**src/rtl/sobel_window_ctrl.sv**
```systemverilog
// Sequencing controller for the 3x3 Sobel window front end: tracks raster position,
// drives the line-buffer shift strobe and presents window-centre coordinates to the core.
module sobel_window_ctrl #(
    parameter int WIDTH  = 100,
    parameter int HEIGHT = 100,
    parameter int CW     = $clog2(WIDTH),
    parameter int RW     = $clog2(HEIGHT)
) (
    input  logic          clk,
    input  logic          rst,
    input  logic          start,
    input  logic          in_valid,
    output logic          in_ready,
    output logic          shift_en,
    output logic          win_valid,
    input  logic          win_ready,
    output logic [RW-1:0] win_row,
    output logic [CW-1:0] win_col,
    output logic          busy,
    output logic          frame_done
);

    typedef enum logic [1:0] {
        S_IDLE = 2'd0,
        S_FILL = 2'd1,
        S_RUN  = 2'd2,
        S_DONE = 2'd3
    } state_t;

    state_t        state_q, state_d;
    logic [CW-1:0] col_q, col_d;
    logic [RW-1:0] row_q, row_d;
    logic          win_valid_q, win_valid_d;
    logic [RW-1:0] win_row_q, win_row_d;
    logic [CW-1:0] win_col_q, win_col_d;
    logic          accept;
    logic          last_col;
    logic          new_win;

    // A pending window blocks the stream so the line buffers never move under it.
    assign busy       = (state_q == S_FILL) || (state_q == S_RUN);
    assign in_ready   = busy && (!win_valid_q || win_ready);
    assign shift_en   = in_valid && in_ready;
    assign accept     = shift_en;
    assign frame_done = (state_q == S_DONE);
    assign win_valid  = win_valid_q;
    assign win_row    = win_row_q;
    assign win_col    = win_col_q;

    assign last_col = (col_q == CW'(WIDTH - 1));
    // Columns 0 and 1 would form windows wrapping across the previous line.
    assign new_win  = accept && (row_q >= RW'(2)) && (col_q >= CW'(2));

    always_comb begin
        state_d     = state_q;
        col_d       = col_q;
        row_d       = row_q;
        win_valid_d = new_win || (win_valid_q && !win_ready);
        win_row_d   = win_row_q;
        win_col_d   = win_col_q;

        case (state_q)
            S_IDLE: begin
                if (start) begin
                    state_d = S_FILL;
                    col_d   = '0;
                    row_d   = '0;
                end
            end
            S_FILL, S_RUN: begin
                if (accept) begin
                    if (last_col) begin
                        col_d = '0;
                        if (row_q == RW'(HEIGHT - 1)) begin
                            state_d = S_DONE;
                            row_d   = '0;
                        end else begin
                            row_d = row_q + RW'(1);
                            if (row_q == RW'(1)) begin
                                state_d = S_RUN;
                            end
                        end
                    end else begin
                        col_d = col_q + CW'(1);
                    end
                end
            end
            S_DONE: state_d = S_IDLE;
            default: state_d = S_IDLE;
        endcase

        if (new_win) begin
            win_row_d = row_q - RW'(1);
            win_col_d = col_q - CW'(1);
        end
    end

    always_ff @(posedge clk) begin
        if (rst) begin
            state_q     <= S_IDLE;
            col_q       <= '0;
            row_q       <= '0;
            win_valid_q <= 1'b0;
            win_row_q   <= '0;
            win_col_q   <= '0;
        end else begin
            state_q     <= state_d;
            col_q       <= col_d;
            row_q       <= row_d;
            win_valid_q <= win_valid_d;
            win_row_q   <= win_row_d;
            win_col_q   <= win_col_d;
        end
    end

endmodule

```
**config.mk**
```make
export PLATFORM = sky130hd
export DESIGN_NAME = sobel_window_ctrl
export DESIGN_NICKNAME = d
export VERILOG_FILES = /design/src/rtl/sobel_window_ctrl.sv
export SDC_FILE = /design/constraint.sdc
export NUM_CORES = 1
export LEC_CHECK = 0
export ABC_AREA = 1
export CAP_MARGIN = 20
export CORE_MARGIN = 2
export CORE_UTILIZATION = 29
export CTS_CLUSTER_SIZE = 8
export DETAILED_ROUTE_END_ITERATION = 12
export HOLD_SLACK_MARGIN = 0.15
export SLEW_MARGIN = 10
export SYNTH_ARGS = -nofsm -noshare
export SYNTH_HDL_FRONTEND = slang
export SYNTH_SLANG_ARGS = --single-unit
```
**constraint.sdc**
```tcl
create_clock -name clk -period 4.7 [get_ports clk]
set_clock_uncertainty 0.15 [all_clocks]
set_input_delay 0.47 -clock clk [delete_from_list [all_inputs] [get_ports clk]]
set_output_delay 0.47 -clock clk [all_outputs]
set_load 0.01 [all_outputs]
```
==> results.py, run 1 <==
metrics = {
    "floorplanning": {
        "rows": 29,
        "die_x_um": 85.99,
        "die_h_um": 85.99,
        "core_area_um2": 6422,
        "die_area_um2": 7393,
        "num_io_pins": 24,
        "start_util": 0.3035,
    },
    "finish": {
        "n_fill_cell": 697,
        "num-nets-final": 317,
        "area_growth_pct": 17.78,
        "n_antenna_cell": 0,
        "layout-drive-gt1-share": 0.1184,
    },
    "drt": {
        "drt_iter0_markers": 104,
        "wl_per_cell_um": 10.64,
        "drt_pass1_iterations": 4,
        "ant_nets": 0,
        "vias": 1705,
        "drc": 0,
        "avgViaCountPerCell": 4.475,
        "wirelength_um": 4053,
    },
    "clock_tree": {
        "cts.sinks": 31,
        "clock_latency_ns": 0.28,
        "cts_tree": "done",
        "clock-root-buffer": "clkbuf_8",
        "clockBufferDepth": 2,
        "cts_buffers": 5,
        "cts_hold_buffers": 0,
        "htreeDepth": 2,
        "clkTransAtPathRegs_ns": 0.07,
        "post_cts_buffers": 0,
        "cts_resized": 0,
    },
    "yosys": {
        "synth_ff_type": "dfxtp_1",
        "avgSynthCellArea_um2": 6.840,
        "synth_seq_cells": 31,
        "synth_edf_count": 0,
        "synthArstFlopShare": 0,
        "ys_seq_area_frac": 0.3184,
        "syn_inst": 285,
        "ys_warn_count": 0,
        "syn_area_um2": 1949,
        "ys_types": 28,
        "synth_nets": 299,
    },
    "critical_path": {
        "slowest_delay_ns": 0.55,
        "r2r-start": "state_q[0]",
        "crit_type": "flip-flop to output pin",
        "cp_num_buf_inv": 3,
        "required_ns": 4.08,
        "r2r-end": "row_q[1]",
        "critical_path_peak_fanout": 10,
        "cp.arrival_ns": 2.10,
        "path_depth": 5,
        "cpLargestDelayFamily": "buffers and inverters",
        "endpoint_kind": "output pin",
        "r2r_cells": 9,
        "path_cells": "inv_1 > ha_1 > inv_2 > a21oi_1 > clkdlybuf4s50_1",
        "worst_path_max_delay_cell": "clkdlybuf4s50_1",
        "crit_end": "in_ready",
        "ff2ff_setup_slack_ns": 2.68,
        "crit_start": "state_q[0]",
        "start_kind": "flip-flop",
    },
    "timing": {
        "layout_worst_path_cycle_share": 0.5796,
        "hold_viol_final": 0,
        "drv_slew": 0,
        "rsz0062_at_grt": "false",
        "whs_ns": 0.3343,
        "tns_ns": 0,
        "period_needed_ns": 2.724,
        "fmax_mhz": 367.1,
        "setup_viol": 0,
        "worst_slew_pin_slew_ns": 0.6060,
        "maxSlewHeadroom": 0.5955,
        "timing.final.ws_setup_ns": 1.976,
    },
    "power": {
        "vdd_drop_max_v": 0.0003018,
        "cellLeakagePower_nw": 0.9628,
        "power_density_nw_per_um2": 470.9,
    },
    "global_route": {
        "grt_start_max_net_pins": 22,
        "grt_pass1_vias": 1554,
        "grt_pass1_wl_um": 7003,
        "grt_usage": 0.1178,
        "grt_antenna_before_repair": 0,
        "grt_overflow_total": 0,
    },
    "placed_design": {
        "place_congestion": 0.8798,
        "place_ws_ns": 2.244,
        "io_buffers": 23,
        "dp_hpwl_um": 3076,
    },
    "run": {
        "maxCapViolations": 0,
    },
    "min_path": {
        "hold_class": "flip-flop to flip-flop",
    },
    "run_status": {
        "outcome": "completed",
    },
}
-- cells by family after synthesis --
group | Yosys count | synth area share
XOR/XNOR | 13 | 0.05841
AO/OA/AOI/OAI | 31 | 0.08151
adder cells (fa/ha/maj) | 9 | 0.05777
buffers and inverters | 40 | 0.1053
flip-flops | 31 | 0.3184
AND/OR/NAND/NOR | 161 | 0.3787
-- cells in the mapped netlist (3+ instances only) --
cell type   n  area (µm²)
a21oi_1    14       70.07
buf_4       3       22.52
inv_2       4       15.01
nor3_1      3       15.01
o21ai_0     7       35.03
nor2_2     14       87.58
buf_6       5       56.30
nand4_1     4       25.02
dfxtp_1    31       620.6
o21ai_1     9       45.04
ha_1        9       112.6
xor2_1     13       113.9
nor2_1     53       198.9
inv_1      23       86.33
nand2_1    57       214.0
nand3_1    22       110.1
-- registers in the layout, summed over array words and instances, names as in the netlist --
register,flops
col_q,7
row_q,7
win_row,7
state_q,2
win_col,7
win_valid,1
-- final cells by class --
type | count | area (µm²) | area share
Clock buffer | 6 | 82.58 | 0.03597
Sequential cell | 31 | 620.6 | 0.2703
Inverter | 28 | 107.6 | 0.04687
Timing Repair Buffer | 23 | 230.2 | 0.1003
Clock inverter | 2 | 35.03 | 0.01526
Multi-Input combinational cell | 214 | 1124 | 0.4894
Tap cell | 77 | 96.34 | 0.04196
-- how the worst min path moves through the flow --
stage / start / to / slack (ns) / cells past startpoint
floorplan: state_q[1] / state_q[1] / 0.30 / 2
global placement: win_col[4] / win_col[4] / 0.32 / 2
detailed placement: win_col[4] / win_col[4] / 0.33 / 2
CTS: win_col[4] / win_col[4] / 0.34 / 2
global route: win_row[3] / win_row[3] / 0.35 / 2
finish: win_col[4] / win_col[4] / 0.33 / 2
-- report_power, final --
part	switching (mW)	leakage [nW]	total, mW	internal [mW]
logic	0.330	0.651	0.504	0.175
clock network	0.102	0.0612	0.273	0.171
registers	0.0205	0.251	0.304	0.284
-- cells in the final DEF (no fill, tap or decap), types with 2 or more instances in the layout --
cell type,instances
a21oi_1,14
clkbuf_8,6
clkdlybuf4s50_1,23
dfxtp_1,31
ha_1,9
inv_1,23
inv_2,4
nand2_1,57
nand3_1,22
nand3_2,2
nand4_1,4
nor2_1,53
nor2_2,14
nor3_1,3
o21ai_0,7
o21ai_1,9
xor2_1,13
-- metal layers --
metal,track usage,vias up,share of wire,wire length (µm)
met4,0.05339,0,0.018,72
met2,0.1607,48,0.38,1533
met1,0.1728,723,0.54,2195
met5,0,-,0,0
li1,-,930,-,-
met3,0.02791,4,0.062,252
-- worst min-delay path, cell delays in order, from the launching register on --
cell	delay, ns
dfxtp_1	0.33
nor2_1	0.05
nor2_1	0.08
-- through the flow --
stage / total power, mW / area [µm²] / cells / utilization
after floorplan: 0.6947 / 1949 / 285 / -
after global placement: 0.8071 / 2178 / 373 / 0.3392
after detailed placement: 0.8140 / 2178 / 373 / 0.3392
after CTS: 1.094 / 2296 / 381 / 0.3575
after global routing: 1.177 / 2296 / 381 / 0.3575
final: 1.081 / 2296 / 381 / 0.3575
Power figures use the tool's default switching activity.
==> run 2, diff against run 1 <==
- clock period: 4.7 -> 2.4 ns (I/O delays scaled with it)
==> run 2 against run 1 <==
Sequential cell count is the same. First-iteration DRC count down 16%. Critical path depth did not move. Via count up 1.7%. Sequential share of layout area up 0.21 points. Sequential power is 97% higher. Critical endpoint unchanged.
==> results.py, run 2 (synthesis results as in run 1) <==
metrics = {
    "global_route": {
        "grt_antenna_before_repair": 0,
        "grt_overflow_total": 0,
        "grt_pass1_vias": 1615,
        "grt_start_max_net_pins": 22,
        "grt_usage": 0.1228,
        "grt_pass1_wl_um": 7300,
    },
    "power": {
        "finalPower_mw": 1.991,
        "cell_internal_pwr_mw": 1.119,
        "vdd_drop_max_v": 0.0005759,
        "power_frac_seq": 0.301,
        "power_density_nw_per_um2": 873.9,
        "cellLeakagePower_nw": 0.9501,
        "p_sw_frac": 0.4381,
        "power.net_switching_uw": 872.4,
        "p_comb_frac": 0.513,
        "clockPowerShare": 0.186,
    },
    "drt": {
        "ant_nets": 0,
        "drt_iter0_markers": 87,
        "wl_per_cell_um": 10.73,
        "dr_wl_met3_um": 205,
        "drc": 0,
        "avgViaCountPerCell": 4.551,
        "drt_pass1_iterations": 4,
        "wirelength_um": 4089,
        "wl_met1_um": 2193,
        "topRoutingLayerUsed": "met4",
        "dr_wl_met2_um": 1611,
        "vias": 1734,
    },
    "critical_path": {
        "critical_path_peak_fanout": 10,
        "cp.arrival_ns": 1.87,
        "crit_type": "flip-flop to output pin",
        "start_kind": "flip-flop",
        "slowest_delay_ns": 0.55,
        "worst_path_max_delay_cell": "clkdlybuf4s50_1",
        "required_ns": 2.01,
        "endpoint_kind": "output pin",
        "path_cells": "inv_1 > ha_4 > inv_2 > a21oi_1 > clkdlybuf4s50_1",
    },
    "placed_design": {
        "place_congestion": 0.8501,
        "io_buffers": 23,
        "placed_area_um2": 2193,
        "dp_hpwl_um": 3122,
    },
    "finish": {
        "n_antenna_cell": 0,
        "fin_area_um2": 2278,
        "final_cell_mix": "57 x nand2_1, 53 x nor2_1, 31 x dfxtp_1",
        "layout_commonest_cell": "nand2_1",
        "layout-drive-gt1-share": 0.1184,
        "area_growth_pct": 16.88,
        "n_fill_cell": 693,
        "num-nets-final": 319,
    },
    "timing": {
        "whs_ns": 0.3365,
        "worst_slew_pin_slew_ns": 0.5794,
        "layout_worst_path_cycle_share": 0.9427,
        "drv_slew": 0,
        "maxSlewHeadroom": 0.6133,
        "hold_viol_final": 0,
        "setup_viol": 0,
        "rsz0062_at_grt": "false",
        "tns_ns": 0,
        "fmax_mhz": 442.0,
        "period_needed_ns": 2.263,
    },
    "floorplanning": {
        "core_area_um2": 6422,
        "rows": 29,
        "die_area_um2": 7393,
        "die_h_um": 85.99,
        "die_x_um": 85.99,
        "num_io_pins": 24,
        "start_util": 0.3035,
    },
    "clock_tree": {
        "cts_resized": 1,
        "htreeDepth": 2,
        "cts.sinks": 31,
        "clockBufferDepth": 2,
        "clock-root-buffer": "clkbuf_8",
        "cts_buffers": 5,
        "post_cts_buffers": 0,
        "clock_latency_ns": 0.28,
        "cts_tree": "done",
        "clkTransAtPathRegs_ns": 0.06,
        "cts_hold_buffers": 0,
    },
    "min_path": {
        "hold_class": "flip-flop to flip-flop",
    },
    "run_status": {
        "outcome": "completed",
    },
    "run": {
        "maxCapViolations": 0,
    },
}
## run 2: through the flow
stage               setup slack, ns  cells    util
floorplan                    0.6443    285       -
global placement             0.3045    375  0.3415
detailed placement           0.2270    375  0.3415
CTS                         0.01195    381  0.3532
global route                0.05744    381  0.3548
finish                       0.1374    381  0.3548
## run 2: path summary, 6_finish.rpt
path | start | endpoint | slack [ns] | cells after the start
max | state_q[0] | in_ready | 0.14 | 5
min | win_col[3] | win_col[3] | 0.34 | 2
max reg2reg | row_q[0] | win_col[3] | 0.56 | 8
min reg2reg | win_col[3] | win_col[3] | 0.34 | 2
## run 2: layout make-up
type | instances | area [µm²] | share of cell area
multi-input cells | 214 | 1136 | 0.4986
inverters | 28 | 107.6 | 0.04723
repair buffers | 25 | 245.2 | 0.1076
well taps | 77 | 96.34 | 0.04228
flip-flops and latches | 31 | 620.6 | 0.2724
clock buffers | 6 | 72.57 | 0.03185
## run 2: layer usage
metal	track usage	vias up
met5	0	-
met4	0.05628	0
met3	0.02887	7
met2	0.1705	37
met1	0.1775	755
li1	-	935
## run 2: power groups by stage
stage | clock [mW] | sequential [mW] | combinational [mW]
2_1_floorplan | 0 | 0.593 | 0.767
3_3_place_gp | 0 | 0.608 | 0.975
3_5_place_dp | 0 | 0.610 | 0.986
4_1_cts | 0.388 | 0.599 | 1.00
5_1_grt | 0.406 | 0.605 | 1.18
6_report | 0.370 | 0.599 | 1.02
## run 2: worst max-delay path, delay by kind of cell (launching register included)
| family | cells | cell delay, ns |
|---|---|---|
| compound gates | 1 | 0.14 |
| fa+ha+maj | 1 | 0.34 |
| buf+inv | 3 | 0.75 |
| flops | 1 | 0.36 |
